$ cat src/rtl/tdm_pkg.sv
// Shared definitions for the TDM select/mux path (receiver and matching transmitter).
package tdm_pkg;

    localparam int unsigned NCH_DEFAULT = 8;

    typedef enum logic {
        ST_IDLE = 1'b0,
        ST_RECV = 1'b1
    } state_t;

    function automatic int unsigned sw_for(input int unsigned nch);
        return (nch <= 1) ? 1 : $clog2(nch);
    endfunction

    function automatic bit nch_ok(input int unsigned nch, input int unsigned sw);
        return (nch >= 1) && (nch <= 32) && (sw == sw_for(nch));
    endfunction

endpackage

$ cat src/rtl/tdm_demux_1xn_if.sv
// Serial-in / parallel-out bundle between the TDM stream source and the demux.
interface tdm_demux_1xn_if
    import tdm_pkg::*;
#(
    parameter int unsigned NCH = NCH_DEFAULT,
    parameter int unsigned SW  = sw_for(NCH)
) ();

    logic           din;
    logic           din_valid;
    logic           sof;
    logic [NCH-1:0] ch_out;
    logic           frame_done;
    logic           sync_err;
    logic [SW-1:0]  slot_idx;

    modport master (
        output din, din_valid, sof,
        input  ch_out, frame_done, sync_err, slot_idx
    );

    modport slave (
        input  din, din_valid, sof,
        output ch_out, frame_done, sync_err, slot_idx
    );

endinterface

$ cat src/rtl/tdm_demux_1xn_slot_counter.sv
// Slot index counter: clear beats load-to-1 beats increment; wraps after NCH-1.
module tdm_slot_counter
    import tdm_pkg::*;
#(
    parameter int unsigned NCH = NCH_DEFAULT,
    parameter int unsigned SW  = sw_for(NCH)
) (
    input  logic          clk,
    input  logic          rst,
    input  logic          inc,
    input  logic          load1,
    input  logic          clr,
    output logic [SW-1:0] cnt,
    output logic          last_slot
);

    localparam logic [SW-1:0] LAST = SW'(NCH - 1);
    localparam logic [SW-1:0] ONE  = (NCH > 1) ? SW'(1) : '0;

    always_ff @(posedge clk or negedge rst) begin
        if (!rst) begin
            cnt <= '0;
        end else if (clr) begin
            cnt <= '0;
        end else if (load1) begin
            cnt <= ONE;
        end else if (inc) begin
            cnt <= last_slot ? '0 : cnt + SW'(1);
        end
    end

    assign last_slot = (cnt == LAST);

endmodule

$ cat src/rtl/tdm_demux_1xn.sv
// TDM demultiplexer: collects NCH serial slots into a shadow register and
// commits them to ch_out atomically once the frame is complete.
module tdm_demux_1xn
    import tdm_pkg::*;
#(
    parameter int unsigned NCH = NCH_DEFAULT,
    parameter int unsigned SW  = sw_for(NCH)
) (
    input logic           clk,
    input logic           rst,
    tdm_demux_1xn_if.slave bus
);

    if (!nch_ok(NCH, SW)) begin : g_bad_cfg
        $error("tdm_demux_1xn: NCH must be 1..32 and SW must match it");
    end

    state_t         state, state_n;
    logic [NCH-1:0] shadow, shadow_n;
    logic [NCH-1:0] ch_q, ch_n;
    logic [NCH-1:0] commit_val;
    logic           fd_q, fd_n;
    logic           se_q, se_n;
    logic           cnt_inc, cnt_load1, cnt_clr;
    logic [SW-1:0]  slot;
    logic           last_slot;

    tdm_slot_counter #(
        .NCH (NCH),
        .SW  (SW)
    ) u_slot (
        .clk       (clk),
        .rst       (rst),
        .inc       (cnt_inc),
        .load1     (cnt_load1),
        .clr       (cnt_clr),
        .cnt       (slot),
        .last_slot (last_slot)
    );

    always_ff @(posedge clk or negedge rst) begin
        if (!rst) begin
            state  <= ST_IDLE;
            shadow <= '0;
            ch_q   <= '0;
            fd_q   <= 1'b0;
            se_q   <= 1'b0;
        end else begin
            state  <= state_n;
            shadow <= shadow_n;
            ch_q   <= ch_n;
            fd_q   <= fd_n;
            se_q   <= se_n;
        end
    end

    always_comb begin
        state_n   = state;
        shadow_n  = shadow;
        ch_n      = ch_q;
        fd_n      = 1'b0;
        se_n      = 1'b0;
        cnt_inc   = 1'b0;
        cnt_load1 = 1'b0;
        cnt_clr   = 1'b0;
        // Top bit replaced by the live beat; also covers NCH=1 without a negative slice.
        commit_val          = shadow;
        commit_val[NCH-1]   = bus.din;

        if (bus.din_valid) begin
            unique case (state)
                ST_IDLE: begin
                    if (bus.sof) begin
                        shadow_n[0] = bus.din;
                        if (NCH == 1) begin
                            ch_n = commit_val;
                            fd_n = 1'b1;
                        end else begin
                            cnt_load1 = 1'b1;
                            state_n   = ST_RECV;
                        end
                    end
                end
                ST_RECV: begin
                    if (bus.sof) begin
                        se_n        = 1'b1;
                        shadow_n[0] = bus.din;
                        cnt_load1   = 1'b1;
                    end else if (last_slot) begin
                        ch_n    = commit_val;
                        fd_n    = 1'b1;
                        cnt_clr = 1'b1;
                        state_n = ST_IDLE;
                    end else begin
                        shadow_n[slot] = bus.din;
                        cnt_inc        = 1'b1;
                    end
                end
                default: state_n = ST_IDLE;
            endcase
        end
    end

    assign bus.ch_out     = ch_q;
    assign bus.frame_done = fd_q;
    assign bus.sync_err   = se_q;
    assign bus.slot_idx   = slot;

endmodule

$ cat src/flat_wrapper.sv
// flat-port wrapper written by rule: the top's interface ports become plain ports
module tdm_demux_1xn_flat import tdm_pkg::*;
#(
    parameter int unsigned NCH = NCH_DEFAULT,
    parameter int unsigned SW  = sw_for(NCH)
)
  (clk, rst, bus_din, bus_din_valid, bus_sof, bus_ch_out, bus_frame_done, bus_sync_err, bus_slot_idx);
  tdm_demux_1xn_if #(.NCH(NCH), .SW(SW)) bus_i ();
  input logic clk;
  input logic rst;
  input wire logic [$bits(bus_i.din)-1:0] bus_din;
  input wire logic [$bits(bus_i.din_valid)-1:0] bus_din_valid;
  input wire logic [$bits(bus_i.sof)-1:0] bus_sof;
  output wire logic [$bits(bus_i.ch_out)-1:0] bus_ch_out;
  output wire logic [$bits(bus_i.frame_done)-1:0] bus_frame_done;
  output wire logic [$bits(bus_i.sync_err)-1:0] bus_sync_err;
  output wire logic [$bits(bus_i.slot_idx)-1:0] bus_slot_idx;
  assign bus_i.din = bus_din;
  assign bus_i.din_valid = bus_din_valid;
  assign bus_i.sof = bus_sof;
  assign bus_ch_out = bus_i.ch_out;
  assign bus_frame_done = bus_i.frame_done;
  assign bus_sync_err = bus_i.sync_err;
  assign bus_slot_idx = bus_i.slot_idx;
  tdm_demux_1xn #(.NCH(NCH), .SW(SW)) u_core (.clk(clk), .rst(rst), .bus(bus_i));
endmodule
$ cat config.mk
export PLATFORM = sky130hd
export DESIGN_NAME = tdm_demux_1xn_flat
export DESIGN_NICKNAME = d
export VERILOG_FILES = /design/src/rtl/tdm_pkg.sv /design/src/rtl/tdm_demux_1xn_if.sv /design/src/rtl/tdm_demux_1xn_slot_counter.sv /design/src/rtl/tdm_demux_1xn.sv /design/src/flat_wrapper.sv
export SDC_FILE = /design/constraint.sdc
export NUM_CORES = 1
export LEC_CHECK = 0
export ABC_AREA = 1
export CAP_MARGIN = 40
export CELL_PAD_IN_SITES_DETAIL_PLACEMENT = 2
export CELL_PAD_IN_SITES_GLOBAL_PLACEMENT = 2
export CORE_ASPECT_RATIO = 0.7
export CORE_MARGIN = 2
export CORE_UTILIZATION = 26
export DETAILED_ROUTE_END_ITERATION = 10
export PLACE_DENSITY = 0.84
export SYNTH_ARGS = -nofsm -noshare
export SYNTH_HDL_FRONTEND = slang
export SYNTH_HIERARCHICAL = 1
export SYNTH_SLANG_ARGS = --single-unit
$ cat constraint.sdc
create_clock -name clk -period 1.4 [get_ports clk]
set_input_delay 0.35 -clock clk [delete_from_list [all_inputs] [get_ports clk]]
set_output_delay 0.35 -clock clk [all_outputs]
set_load 0.01 [all_outputs]
# Word level (Yosys, flattened, before mapping)
# Cells that the tools add are included.
# Widths: inputs -> output; s select.
[totals]
out_inout_bits = 13
mem_bits_ro = 0
latchBits = 0
in_bits = 5
word_cells = 46
ramBits = 0
memories = 0
regBits = 22
[op_classes]
muxes = 25
n_eq_ne = 3
magnitude_cmp = 2
div = 0
reduce_logical = 5
multipliers = 0
add_sub_neg = 1
shifts = 0
bitwise = 3
[ops]
columns = ["op", "n"]
rows = [
  ["$mux 1", 17],
  ["$mux 3", 4],
  ["$bwmux 8", 1],
  ["$reduce_and 4->1", 2],
  ["$lt 3x4->1 const B", 1],
  ["$pmux 1 s2", 2],
  ["$add 3x1->3 const B", 1],
  ["$demux 1 s3", 1],
  ["$eq 3x3->1 const B", 1],
  ["$ge 3x1->1 const B", 1],
  ["$ne 3x3->1 const B", 1],
  ["$not 1->1", 3],
  ["$reduce_and 3->1", 1],
  ["$reduce_bool 3->1", 1],
  ["$ne 2x2->1 const B", 1],
  ["$logic_and 1x1->1", 1],
]

# Logic depth before layout (Yosys ltp)
[depth]
depth_word = 8
depth_mapped = 10
ltp_nobuf = 9

# By module
# The synthesis kept the hierarchy.
[by_module_without_submodules]
columns = ["mod", "cells_each", "seq_area_each_um2", "area_per_inst_um2", "n_inst"]
rows = [
  ["tdm_demux_1xn", 99, 450.4, 824.5, 1],
  ["tdm_slot_counter", 20, 75.1, 165.2, 1],
]

# Least setup slack after synthesis
# No wires, ideal clock.
[synth_path]
path_kind = "reg-to-reg"
start = "register u_core.u_slot.cnt[0]"
end = "register u_core.u_slot.cnt[2]"
path_stages_with_launch = 10
t_required_ns = 1.282
slack_ns = -0.185
arrival_ns = 1.468
setup_ns = 0.118
path_buffers = 1
synth_period_minus_slack_ns = 1.585
cell_sequence = "dfrtp_1 > ha_1 > ha_1 > inv_1 > nand3_2 > nor2_4 > buf_6 > inv_2 > o21ai_1 > nor2_1"
[synth_via]
elab_chain_cells = 6
word_cells_on_any_way = 15
classes_between = "add/sub (1); eq/ne (1); mux (12); reduce/logical (1)"
[synth_lines]
columns = ["item", "line", "source"]
rows = [
  ["start, declared", "tdm_demux_1xn_slot_counter.sv:13", "output logic [SW-1:0] cnt,"],
  ["start signal, assigned", "tdm_demux_1xn_slot_counter.sv:28", "cnt <= last_slot ? '0 : cnt + SW'(1);"],
  ["$eq 3x3->1", "tdm_demux_1xn_slot_counter.sv:32", "assign last_slot = (cnt == LAST);"],
  ["via u_core.last_slot", "tdm_demux_1xn.sv:26", "logic last_slot;"],
  ["$mux 1", "tdm_demux_1xn.sv:89", "end else if (last_slot) begin"],
  ["$mux 1", "tdm_demux_1xn.sv:85", "if (bus.sof) begin"],
  ["$mux 1", "tdm_demux_1xn.sv:71", "unique case (state)"],
  ["$mux 1", "tdm_demux_1xn.sv:70", "if (bus.din_valid) begin"],
  ["via u_core.cnt_inc", "tdm_demux_1xn.sv:24", "logic cnt_inc, cnt_load1, cnt_clr;"],
  ["$reduce_bool 3->1 (no source line)", "--", ""],
]
# The timed path passes the listed nets, and every way through them passes these cells. The select of a mux whose other input is x is not followed.
# A chain may end at the register's enable or synchronous reset.

# Worst setup path after layout
[layout_path]
start = "register u_core.u_slot.cnt[0]"
end = "register u_core.u_slot.cnt[2]"
[layout_via]
elab_chain_cells = 6
word_cells_on_any_way = 15
classes_between = "add/sub (1); eq/ne (1); mux (12); reduce/logical (1)"
[layout_lines]
columns = ["item", "line"]
rows = [
  ["$eq 3x3->1 (*)", "tdm_demux_1xn_slot_counter.sv:32"],
  ["via u_core.last_slot", "tdm_demux_1xn.sv:26"],
  ["$mux 1", "tdm_demux_1xn.sv:89"],
  ["$mux 1", "tdm_demux_1xn.sv:85"],
  ["$mux 1", "tdm_demux_1xn.sv:71"],
  ["$mux 1", "tdm_demux_1xn.sv:70"],
  ["$reduce_bool 3->1 (no source line) or $mux 3 (tied branches)", "--"],
]
# The timed path passes the listed nets; every way through them passes the cells marked *. The select of a mux whose other input is x is not followed.

==> flow_summary.json <==
{
  "required_ns": 1.57,
  "die-area_sq_um": 4320,
  "final_util_pct": 42.8,
  "synth_commonest_cells": "49 x nand2_1, 21 x dfrtp_1, 12 x inv_1",
  "drtAntennaViolNets": 0,
  "cp-start-kind": "flop",
  "synth_cell_type_count": 17,
  "status": "finished with violations",
  "first_pass_iters": 4,
  "grt_pass1_vias": 1062,
  "r2r-start": "u_core/u_slot/cnt[0]$_DFFE_PN0P_",
  "fmax_ghz": 0.643,
  "synth-seq-cells": 21,
  "syn_inst": 119,
  "crit_path_start": "u_core/u_slot/cnt[0]$_DFFE_PN0P_",
  "io_buffers": 17,
  "crit_arrival_ns": 1.72,
  "cts_sinks": 21,
  "p_per_area_nw_per_um2": 1510,
  "clock_tree.buffer_depth": 2,
  "hold_class": "primary input to asynchronous set/reset pin",
  "grt-ovfl-total": 0,
  "maxSlewHeadroom_pct": 77.3,
  "holdBufCountCts": 0,
  "instances_no_fill": 205,
  "wl_met1_um": 1510,
  "maxSlewViolCount": 0,
  "synth_top_cell_area_share_pct": 53.1,
  "setup_viol": 16,
  "final_hold_viol_count": 0,
  "drive_above_1_share_pct": 34.2,
  "grt_use_total_pct": 15.6,
  "drv_cap": 0,
  "ir_drop_uv": 572,
  "wl_um": 3410,
  "dpl-instance-area_sq_um": 1330,
  "grt_max_degree": 22,
  "gp_congestion": 0.731,
  "cp-end-kind": "flop",
  "synth_area_sq_um": 990,
  "cts_tree": "built",
  "worstPathMaxFanout": 8,
  "grt_pass1_wl_um": 5210,
  "dp_cells": 193,
  "synth-main-ff-cell": "dfrtp_1",
  "synth_top_area_cell": "dfrtp_1",
  "drtIter0Drc": 35,
  "final.setup_skew_ns": 0.00636,
  "worst_slew_pin_slew_ns": 0.338,
  "synth-async-reset-ratio_pct": 100,
  "htreeDepth": 1,
  "row_count": 18,
  "synth_nets": 126,
  "final_cell_area_sq_um": 1530,
  "yosysWarnings": 6,
  "wl_per_cell_um": 16.6,
  "fp.dieH_um": 55.6,
  "diodes": 0,
  "drc": 0,
  "setup_slack_ns": -0.155,
  "via_count": 935,
  "cts_buffers": 3,
  "wl_met2_um": 1750,
  "antenna_found_initial": 0,
  "p_leak_uw": 0.000806,
  "areaGrowthSynthToFinish_pct": 54.9,
  "avgSynthCellArea_sq_um": 8.32,
  "failed_checks": "setup timing",
  "synth_area_leaders": "dfrtp_1 53%, nand2_1 19%, nand3_1 4.6%, inv_1 4.6%, nor3_2 3.0%",
  "maxUsedRoutingLayer": "met4",
  "num_io_pins": 18,
  "coreArea_sq_um": 3580,
  "yosysSeqAreaShare_pct": 53.1,
  "r2r_cells": 9,
  "synth.most_common_cell": "nand2_1",
  "dieWidth_um": 77.7,
  "start_util_pct": 27.6,
  "rsz0062_at_grt": "yes",
  "timing.final.crit_share_pct": 111,
  "fillerInstances": 393,
  "dr_wl_met3_um": 120,
  "cts-root-buf": "clkbuf_8",
  "min_period_ns": 1.55,
  "critPathKind": "flop to flop",
  "hpwl_um": 2120,
  "clk_pin_slew_worst_paths_ns": 0.08,
  "nets": 163,
  "routed_via_density": 4.56,
  "synth_edf_count": 0,
  "clk_latency_ns": 0.27
}
[layout by cell type (no fill, tap or decap), drive strengths merged]
cell type	synthesis	layout
nand3	10	10
inv	14	14
dfrtp	21	21
clkinv	0	1
dlygate4sd2	0	11
nand2	49	49
clkbuf	0	4
buf	2	18
clkdlybuf4s50	0	4
ha	2	2
o21ai	6	6
nor3	6	6
nor2	9	9
[state kept, by name, summed over array words and instances (netlist names)]
| name | count |
|---|---|
| u_core/state | 1 |
| u_core/shadow | 7 |
| u_core/bus.ch_out | 8 |
| u_core/bus.sync_err | 1 |
| u_core/u_slot/cnt | 3 |
| u_core/bus.frame_done | 1 |
[area by class of cell]
| class | count | area, sq um | area share [%] |
|---|---|---|---|
| Sequential cell | 21 | 529 | 34.5 |
| Multi-Input combinational cell | 82 | 482 | 31.4 |
| Timing Repair Buffer | 34 | 350 | 22.9 |
| Inverter | 14 | 62.6 | 4.08 |
| Tap cell | 50 | 62.6 | 4.08 |
| Clock buffer | 3 | 41.3 | 2.69 |
| Clock inverter | 1 | 5.00 | 0.327 |
[metrics by stage]
step | setup TNS (ns) | hold slack, ns | power (uW) | setup slack [ns]
after detailed placement | -3.55 | 0.464 | 1820 | -0.251
after global placement | -2.16 | 0.459 | 1740 | -0.157
after global routing | -2.59 | 0.466 | 2510 | -0.248
after CTS | -0.783 | 0.442 | 2250 | -0.0964
final | -1.41 | 0.421 | 2310 | -0.155
after floorplan | -0.417 | 0.0544 | 1360 | -0.0984
[power by group]
part / leakage [uW] / switching [uW] / total [uW] / internal [uW]
Clock: 0.0000255 / 217 / 416 / 199
Sequential: 0.000266 / 137 / 949 / 812
Combinational: 0.000514 / 513 / 950 / 437
Total: 0.000806 / 866 / 2310 / 1450
[critical path, stage by stage, from the launching register on]
cell and delay, ns:
dfrtp_2 0.44, ha_4 0.17, ha_4 0.16, inv_2 0.06
nand3_4 0.08, nor2_4 0.17, buf_12 0.15, inv_8 0.04
o21ai_2 0.12, nor2_1 0.06
[path summary, 6_finish.rpt]
check                                              endpoint  slack [ns]
max                        u_core/u_slot/cnt[2]$_DFFE_PN0P_       -0.15
min                                u_core/state$_DFFE_PN0P_        0.42
max reg2reg                u_core/u_slot/cnt[2]$_DFFE_PN0P_       -0.15
min reg2reg                u_core/bus.ch_out[4]$_DFFE_PN0P_        0.49
max in group asynchronous  u_core/u_slot/cnt[2]$_DFFE_PN0P_        0.74
min in group clk           u_core/bus.ch_out[4]$_DFFE_PN0P_        0.49
[what timing repair did]
item | 4_1_cts | 5_1_grt
pin swaps | 6 | 10
setup buffers | 2 | 5
gates cloned | 1 | 1
resized for setup | 28 | 20
hold endpoints to repair | 0 | 0
endpoints found under the setup margin | 22 | 19
[logic make-up (layout without fill, tap and decap cells)]
logic type	Yosys count	after routing	share of synthesized area [%]
flops	21	21	53.1
compound gates	6	6	3.79
fa+ha+maj	2	2	2.53
simple gates	74	74	33.4
buf+inv	16	52	7.21
[routing by layer]
metal,global-route usage (%),up-vias
met4,3.83,0
met2,28.2,16
met5,0,-
li1,-,440
met3,4.22,5
met1,18.3,474
Power figures use the tool's default switching activity.
